### src/rtl/qam_demap_pkg.sv
// Shared types and constants for the QAM demapper frame buffer path.
// State encoding is fixed so it can be probed and compared across builds.
package qam_demap_pkg;

    typedef enum logic [1:0] {
        IDLE    = 2'b00,
        RECEIVE = 2'b01,
        READY   = 2'b10,
        READOUT = 2'b11
    } qam_buf_state_t;

    localparam int QAM_DROP_CNT_W = 16;

    // A frame is held for the host in READY and READOUT.
    function automatic logic frame_held(input qam_buf_state_t state);
        return (state == READY) || (state == READOUT);
    endfunction

endpackage

### src/rtl/qam_sync_fifo.sv
// Single-clock FIFO for demapped symbols: register-array storage, wrapping
// pointers, occupancy level and a registered read port (1-cycle latency).
module qam_sync_fifo #(
    parameter int SYM_W = 4,
    parameter int DEPTH = 16
) (
    input  logic                     dclk,
    input  logic                     reset_n,
    input  logic                     i_clear,
    input  logic                     i_push,
    input  logic [SYM_W-1:0]         i_wdata,
    input  logic                     i_pop,
    output logic [SYM_W-1:0]         o_rdata,
    output logic                     o_rvalid,
    output logic [$clog2(DEPTH):0]   o_level,
    output logic                     o_full,
    output logic                     o_empty
);

    localparam int PTR_W = $clog2(DEPTH);
    localparam int LVL_W = PTR_W + 1;
    localparam logic [LVL_W-1:0] FULL_LVL = LVL_W'(DEPTH);

    logic [SYM_W-1:0] r_mem [DEPTH];
    logic [PTR_W-1:0] r_wr_ptr;
    logic [PTR_W-1:0] r_rd_ptr;
    logic [LVL_W-1:0] r_level;
    logic [SYM_W-1:0] r_rdata;
    logic             r_rvalid;
    logic             w_push;
    logic             w_pop;

    assign o_full  = (r_level == FULL_LVL);
    assign o_empty = (r_level == '0);
    assign w_push  = i_push && !o_full && !i_clear;
    assign w_pop   = i_pop && !o_empty && !i_clear;

    // NOTE: storage has no reset; pointers and level define what is valid,
    // so a reset-free array maps onto plain registers or distributed RAM.
    always_ff @(posedge dclk) begin
        if (w_push) begin
            r_mem[r_wr_ptr] <= i_wdata;
        end
    end

    // NOTE: all clocked state uses non-blocking assignments so every flop
    // samples the pre-edge values regardless of statement order.
    always_ff @(posedge dclk or negedge reset_n) begin
        if (!reset_n) begin
            r_wr_ptr <= '0;
            r_rd_ptr <= '0;
            r_level  <= '0;
        end else if (i_clear) begin
            r_wr_ptr <= '0;
            r_rd_ptr <= '0;
            r_level  <= '0;
        end else begin
            if (w_push) r_wr_ptr <= r_wr_ptr + PTR_W'(1);
            if (w_pop)  r_rd_ptr <= r_rd_ptr + PTR_W'(1);
            unique case ({w_push, w_pop})
                2'b10:   r_level <= r_level + LVL_W'(1);
                2'b01:   r_level <= r_level - LVL_W'(1);
                default: r_level <= r_level;
            endcase
        end
    end

    // Read data holds its last value between pops; only the strobe pulses.
    always_ff @(posedge dclk or negedge reset_n) begin
        if (!reset_n) begin
            r_rdata  <= '0;
            r_rvalid <= 1'b0;
        end else begin
            r_rvalid <= w_pop;
            if (w_pop) begin
                r_rdata <= r_mem[r_rd_ptr];
            end
        end
    end

    assign o_rdata  = r_rdata;
    assign o_rvalid = r_rvalid;
    assign o_level  = r_level;

endmodule

### src/rtl/qam_frame_buffer_ctrl.sv
// Frame buffer controller: buffers one frame of demapped symbols and hands it
// to the host. Optional drop counter is built when QAM_DROP_CNT_EN is defined.
module qam_frame_buffer_ctrl
    import qam_demap_pkg::*;
#(
    parameter int SYM_W     = 4,
    parameter int DEPTH     = 16,
    parameter int FRAME_LEN = 16
) (
    input  logic                      dclk,
    input  logic                      reset_n,
    input  logic                      enable,
    input  logic                      clear,
    input  logic                      sym_valid,
    input  logic [SYM_W-1:0]          sym_data,
    input  logic                      read_enable,
    output logic                      rd_valid,
    output logic [SYM_W-1:0]          rd_data,
    output logic                      available,
    output logic                      complete,
    output logic [$clog2(DEPTH):0]    level
`ifdef QAM_DROP_CNT_EN
    ,
    output logic [QAM_DROP_CNT_W-1:0] drop_cnt
`endif
);

    localparam int LVL_W = $clog2(DEPTH) + 1;
    localparam int CNT_W = $clog2(FRAME_LEN + 1);
    localparam logic [LVL_W-1:0] FRAME_LVL = LVL_W'(FRAME_LEN);
    localparam logic [CNT_W-1:0] LAST_POP  = CNT_W'(FRAME_LEN - 1);

    qam_buf_state_t   r_state;
    qam_buf_state_t   w_state_next;
    logic [CNT_W-1:0] r_rd_cnt;
    logic             r_available;
    logic             r_complete;
    logic             w_available_next;
    logic             w_complete_next;
    logic             w_live;
    logic             w_push;
    logic             w_pop;
    logic             w_last_pop;
    logic             w_full;
    logic             w_empty;
    logic [LVL_W-1:0] w_level;
    logic [LVL_W-1:0] w_level_after;

    // Writes are accepted while collecting a frame and while draining one.
    assign w_live        = enable && !clear;
    assign w_push        = w_live && sym_valid && !w_full &&
                           ((r_state == RECEIVE) || (r_state == READOUT));
    assign w_pop         = w_live && read_enable && !w_empty && (r_state == READOUT);
    assign w_last_pop    = w_pop && (r_rd_cnt == LAST_POP);
    assign w_level_after = w_level + LVL_W'(w_push);

    qam_sync_fifo #(
        .SYM_W (SYM_W),
        .DEPTH (DEPTH)
    ) u_fifo (
        .dclk     (dclk),
        .reset_n  (reset_n),
        .i_clear  (clear),
        .i_push   (w_push),
        .i_wdata  (sym_data),
        .i_pop    (w_pop),
        .o_rdata  (rd_data),
        .o_rvalid (rd_valid),
        .o_level  (w_level),
        .o_full   (w_full),
        .o_empty  (w_empty)
    );

    always_ff @(posedge dclk or negedge reset_n) begin
        if (!reset_n) begin
            r_state <= IDLE;
        end else begin
            r_state <= w_state_next;
        end
    end

    // NOTE: every combinational output gets a default before any branch,
    // so no path leaves it unassigned and no latch is inferred.
    always_comb begin
        w_state_next = r_state;
        if (!w_live) begin
            w_state_next = IDLE;
        end else begin
            unique case (r_state)
                IDLE:    w_state_next = RECEIVE;
                RECEIVE: if (w_level_after >= FRAME_LVL) w_state_next = READY;
                READY:   if (read_enable)               w_state_next = READOUT;
                READOUT: if (w_last_pop)                w_state_next = RECEIVE;
            endcase
        end
    end

    always_comb begin
        w_available_next = frame_held(r_state);
        w_complete_next  = !frame_held(r_state);
    end

    // Flags are registered from the state, so they trail a transition by a cycle.
    always_ff @(posedge dclk or negedge reset_n) begin
        if (!reset_n) begin
            r_available <= 1'b0;
            r_complete  <= 1'b1;
        end else begin
            r_available <= w_available_next;
            r_complete  <= w_complete_next;
        end
    end

    always_ff @(posedge dclk or negedge reset_n) begin
        if (!reset_n) begin
            r_rd_cnt <= '0;
        end else if (clear || w_last_pop) begin
            r_rd_cnt <= '0;
        end else if (w_pop) begin
            r_rd_cnt <= r_rd_cnt + CNT_W'(1);
        end
    end

`ifdef QAM_DROP_CNT_EN
    logic [QAM_DROP_CNT_W-1:0] r_drop_cnt;
    logic                      w_drop;

    // Any offered symbol that does not reach the FIFO counts as dropped.
    assign w_drop = sym_valid && !w_push;

    always_ff @(posedge dclk or negedge reset_n) begin
        if (!reset_n) begin
            r_drop_cnt <= '0;
        end else if (clear) begin
            r_drop_cnt <= '0;
        end else if (w_drop && (r_drop_cnt != '1)) begin
            r_drop_cnt <= r_drop_cnt + QAM_DROP_CNT_W'(1);
        end
    end

    assign drop_cnt = r_drop_cnt;
`endif

    assign available = r_available;
    assign complete  = r_complete;
    assign level     = w_level;

endmodule
### config.mk
export PLATFORM = sky130hd
export DESIGN_NAME = qam_frame_buffer_ctrl
export DESIGN_NICKNAME = d
export VERILOG_FILES = /design/src/rtl/qam_demap_pkg.sv /design/src/rtl/qam_sync_fifo.sv /design/src/rtl/qam_frame_buffer_ctrl.sv
export SDC_FILE = /design/constraint.sdc
export NUM_CORES = 1
export LEC_CHECK = 0
export ABC_AREA = 1
export BUFFER_PORTS_ARGS = -buffer_cell sky130_fd_sc_hd__buf_2
export CORE_MARGIN = 2
export CORE_UTILIZATION = 36
export DETAILED_ROUTE_END_ITERATION = 8
export GPL_TIMING_DRIVEN = 1
export PLACE_DENSITY = 0.59
export SYNTH_ARGS = -nofsm -noshare
export SYNTH_HDL_FRONTEND = slang
export SYNTH_SLANG_ARGS = --single-unit
### constraint.sdc
create_clock -name dclk -period 2.2 [get_ports dclk]
set_input_delay 0.11 -clock dclk [delete_from_list [all_inputs] [get_ports dclk]]
set_output_delay 0.11 -clock dclk [all_outputs]
set_load 0.01 [all_outputs]
## Word level (Yosys, flattened, before mapping)

Memories as Yosys holds them, arrays and structs flattened. A register that Yosys moved wholly into a read port is not among the register bits.
Index checks and enable logic that the tools add are counted.

- Register bits: 23
- Memory bits (writable): 64
- Input bits: 10
- Output and inout port bits: 12
- Word-level logic and storage cells: 68
- Memories: 1

Memory list:

| memory | depth | bits a word | read ports | clocked after memory_dff | wr ports | RTL line | RTL |
|---|---|---|---|---|---|---|---|
| u_fifo.r_mem | 16 | 4 | 1 | 1 | 1 | qam_sync_fifo.sv:24 | `logic [SYM_W-1:0] r_mem [DEPTH];` |

- Add/sub/neg operators: 6
- $lt $le $gt $ge: 1
- Equality and inequality tests: 10
- Multiplexer cells: 15
- Reductions and logical operators: 27

Operators with widths:

| cell | count |
|---|---|
| two-way mux 4 bit | 4 |
| two-way mux 5 bit | 3 |
| logical AND 1 bit | 12 |
| adder 5 x 1 -> 5 bit (second input constant) | 2 |
| one-hot mux 5 bit (2 select lines) | 1 |
| adder 4 x 1 -> 4 bit (second input constant) | 2 |
| two-way mux 2 bit | 4 |
| one-hot mux 2 bit (4 select lines) | 1 |
| == test 2 bit (second input constant) | 3 |
| != test 3 bit (second input constant) | 2 |
| nonzero test 2 bit | 3 |
| adder 5 x 1 -> 5 bit | 1 |
| == test 5 x 4 -> 1 bit (second input constant) | 1 |
| == test 5 bit (second input constant) | 1 |
| >= comparator 5 bit (second input constant) | 1 |
| zero test 1 bit | 5 |
| zero test 5 bit | 1 |
| subtractor 5 x 1 -> 5 bit (second input constant) | 1 |
| == test 2 x 1 -> 1 bit (second input constant) | 2 |
| logical OR 1 bit | 3 |
| != test 3 x 2 -> 1 bit (second input constant) | 1 |
| AND reduction 3 bit | 1 |
| nonzero test 3 bit | 1 |
| zero test 2 bit | 1 |
| two-way mux 1 bit | 2 |

## Longest topological paths before layout

- Depth in word-level cells: 10
- Gate-level depth with buffers: 17
- Mapped depth without buffers: 17

## Modules after synthesis

A second synthesis with hierarchy kept.

- Cells, all modules: 458
- Area, all modules: 4459.3 um^2

By module, submodules not included:

| module | instances | cells each | area an instance (um^2) | seq. area each (um^2) |
|---|---|---|---|---|
| qam_sync_fifo | 1 | 381 | 3831.2 | 2372.3 |
| qam_frame_buffer_ctrl | 1 | 77 | 628.1 | 226.5 |

## Worst setup path before layout

Ideal clock, no wire load.

- Kind: register to register
- From: reg r_state[0]
- To: mem u_fifo.r_mem[15][0] (enable)
- Library setup time: 0.361 ns
- Data arrival time: 1.569 ns
- Data required time: 1.839 ns
- Setup slack: 0.270 ns
- Stages on the path, launching flop included: 8
- Buffers on the path: 0
- Period minus slack after synthesis: 1.930 ns
- Path through: dfrtp_1 ha_1 nor2_1 nor2_4 nand3_4 inv_1 nand2_1 nor3_1

- Word-level cells in the longest chain between the ends: 7
- Elaborated cells on any way between the ends: 8
- Classes of those cells: eq/ne (2); mux (2); reduce/logical (4)

RTL lines:

| element | RTL line | RTL |
|---|---|---|
| start: declaration | qam_frame_buffer_ctrl.sv:33 | `qam_buf_state_t r_state;` |
| start signal: assignment | qam_frame_buffer_ctrl.sv:78 | `r_state <= w_state_next;` |
| == test 2 x 1 -> 1 bit / == test 2 bit (equally long branches) | qam_frame_buffer_ctrl.sv:52 | `((r_state == RECEIVE) \|\| (r_state == READOUT));` |
| logical OR 1 bit (*) | qam_frame_buffer_ctrl.sv:52 |  |
| logical AND 1 bit (*) | qam_frame_buffer_ctrl.sv:51 | `assign w_push = w_live && sym_valid && !w_full &&` |
| logical AND 1 bit (*) (2 in series) | qam_sync_fifo.sv:35 | `assign w_push = i_push && !o_full && !i_clear;` |
| two-way mux 1 bit (*) | qam_sync_fifo.sv:41 | `if (w_push) begin` |
| two-way mux 1 bit (not written as such) (*) | qam_sync_fifo.sv:42 | `r_mem[r_wr_ptr] <= i_wdata;` |
| end: declaration | qam_sync_fifo.sv:24 |  |

Mark *: on every way between the ends. The rest lies on a longest branch, timed or not.

## Worst setup path after layout

- From: reg r_state[0]
- To: mem u_fifo.r_mem[7][2] (enable)

The elaborated chain is that of the path after synthesis.

==> results.yml <==
yosys:
  synth_cell_type_count: 37
  postSynthNetCount: 402
  synth.top_cell.area_share_pct: 45.9
  synth_area_leaders: "edfxtp_1, dfrtp_1, nor2_1"
  syn_area_per_cell_um2: 11.0
  synth-seq-area-share_pct: 62.1
  syn-cell-area_um2: 4180
  synth_top_cell_by_area: "edfxtp_1"
  ys_ff_latch: 91
  syn_inst: 380
  yosysWarnings: 0
power_and_ir_drop:
  leakage_uw: 0.00189
  ir_drop_mv: 0.456
  total_power_uw: 3590
  power_density_nw_per_um2: 737
clock_tree:
  cts_buffers: 9
  cts.clk_slew.worst_paths_ns: 0.07
  root_buffer: "clkbuf_16"
  clk-insertion-delay-late_ns: 0.33
  cts_tree: "built"
  post_cts_buffers: 0
  clock-sinks: 91
  clock_path_buffers: 2
  cts_htree_levels: 3
timing:
  period_share_pct: 90.6
  rsz0062_at_grt: "no"
  clock_skew_ns: 0.00841
  fmax_mhz: 502
  slew_violations: 0
  max_slew_margin_pct: 56.9
  finalHoldViolCount: 0
  fin_crit_ns: 1.99
  tightest_slew_ns: 0.646
  finalSetupViolations: 0
  fin_setup_tns_ns: 0
min_path:
  hold_path_end: "u_fifo.r_mem[2][0]"
  holdCritPathClass: "input port to flop"
  hp-start: "sym_data[0]"
  min_path_cells: 1
final_layout:
  num_antenna_cells: 0
  layout_commonest_cell: "edfxtp_1"
  nets: 441
  final_cell_mix: "edfxtp_1, nor2_1, o21ai_0, nand2_1, inv_1"
  drive_gt1_share_pct: 20.3
  area_growth_pct: 16.2
routing:
  vias: 2887
  wire_per_inst_um: 16.2
  ant_nets: 0
  first_pass_iters: 4
  drt-initial-drc-count: 170
  viasPerCell: 5.09
  drc: 0
  postRouteWirelength_um: 9170
critical_path:
  r2r_end: "u_fifo.r_mem[7][2]"
  reg2reg_slack_ns: 0.21
  ff2ff_path_depth: 8
  r2r_start: "r_state[0]"
  cp-end-kind: "flop"
  crit_type: "flop to flop"
  cp.arrival_ns: 2.04
  critPathLaunchType: "flop"
  worst-path-max-fanout: 6
  required_ns: 2.25
place:
  dpl.hpwl_um: 6340
  gp_congestion: 0.845
  io_buffers: 21
run_status:
  outcome: "finished clean"
floorplanning:
  die_x_um: 112
  die_y_um: 112
  pin_count: 22
  core_um2: 11400
  initial_utilization_pct: 36.8
  dieArea_um2: 12500
  rows: 39
grt:
  grt_antenna_before_repair: 0
  grtUsageTotal_pct: 15.3
  grt_pass1_vias: 3012
  grt_first_pass_wirelength_um: 15200
  grt_max_degree: 33
  grt_overflow: 0
run:
  max-cap-violations: 0
[cell families (layout without fill, tap and decap cells)]
| logic type | Yosys count | after routing | synth area share [%] |
|---|---|---|---|
| flip-flops | 91 | 91 | 62.1 |
| XOR/XNOR | 2 | 2 | 0.419 |
| AND/OR/NAND/NOR | 143 | 143 | 16.5 |
| buffers and inverters | 50 | 94 | 4.93 |
| AO/OA/AOI/OAI | 82 | 82 | 12.4 |
| adder cells (fa/ha/maj) | 12 | 12 | 3.59 |
[cells in the mapped netlist]
cell type,n
nand3_2,1
inv_4,2
dfstp_2,1
o21a_1,1
a32oi_2,1
clkbuf_1,7
nor2_8,1
a21oi_1,4
nand2_4,2
o21ai_1,2
buf_1,1
nand3_1,14
inv_1,30
dfrtp_1,26
buf_6,1
nor3_2,1
o211ai_1,8
ha_1,12
nor3_1,14
nor2_4,4
nor2_1,59
a21oi_4,1
o21ai_0,43
xor2_1,2
nand4_1,1
nand3_4,2
nand2_1,38
nand2_2,6
o21ai_2,1
a31oi_1,4
inv_2,4
o32ai_1,1
buf_2,5
edfxtp_1,64
o22ai_1,6
o221ai_1,8
o22ai_2,2
[area by class of cell]
type | count | area (um2)
fillers | 1114 | 6510
flip-flops and latches | 91 | 2600
multi-input cells | 239 | 1390
repair buffers | 42 | 265
clock buffers | 11 | 233
well taps | 143 | 179
inverters | 36 | 140
clock inverters | 5 | 61.3
[registers in the layout (all words and copies together) (netlist names)]
signal           count
u_fifo.r_rd_ptr      4
r_state              2
u_fifo.r_wr_ptr      4
u_fifo.o_rvalid      1
available            1
complete             1
u_fifo.r_mem        64
u_fifo.o_rdata       4
r_rd_cnt             5
u_fifo.o_level       5
[report_power, final]
part	total, uW	leakage [uW]	internal, uW	switching [uW]
sequential	1880	0.000943	1860	23.3
combinational	187	0.000802	59.0	128
clock	1520	0.000144	887	629
[layer usage]
metal	share of wire [%]	wire, um	up-vias	global-route usage, %
met5	0	0	-	0
met4	1.2	108	0	4.77
met3	3.9	362	9	3.32
met2	49	4470	68	25.5
met1	46	4230	1399	20.2
li1	-	-	1411	-
[worst max-delay path: stages (launching register included)]
cell and delay (ns):
dfrtp_1 0.42, ha_2 0.27, nor2_1 0.08, nor2_4 0.12, nand3_4 0.12, inv_1 0.14, nand2_1 0.16, nor3_1 0.22
buf_4 0.19
[worst max-delay path by stage]
| stage | cells past startpoint | start | endpoint | slack [ns] |
|---|---|---|---|---|
| finish | 8 | r_state[0] | u_fifo.r_mem[7][2] | 0.21 |
| global route | 15 | r_state[1] | u_fifo.o_level[4] | 0.02 |
| CTS | 8 | r_state[0] | u_fifo.r_mem[15][2] | 0.06 |
| detailed placement | 8 | r_state[0] | u_fifo.r_mem[15][2] | 0.07 |
| global placement | 8 | r_state[0] | u_fifo.r_mem[15][3] | 0.11 |
| floorplan | 7 | r_state[0] | u_fifo.r_mem[15][0] | 0.27 |
[through the flow]
stage	area (um2)	std cells	util, %	hold slack [ns]	setup WS (ns)
floorplan	4180	380	-	-0.186	0.270
global placement	4550	550	40.0	0.169	0.110
detailed placement	4550	550	40.0	0.179	0.0696
CTS	4860	567	42.7	0.193	0.0612
global route	4860	567	42.8	0.195	0.0223
finish	4860	567	42.8	0.192	0.206
[repair_timing]
action / in CTS / in global routing
setup endpoints to repair: 0 / 5
resized for setup: 0 / 2
hold endpoints to repair: 26 / 0
hold buffers: 1 / 0
No activity file was read; power rests on OpenSTA's default activity.
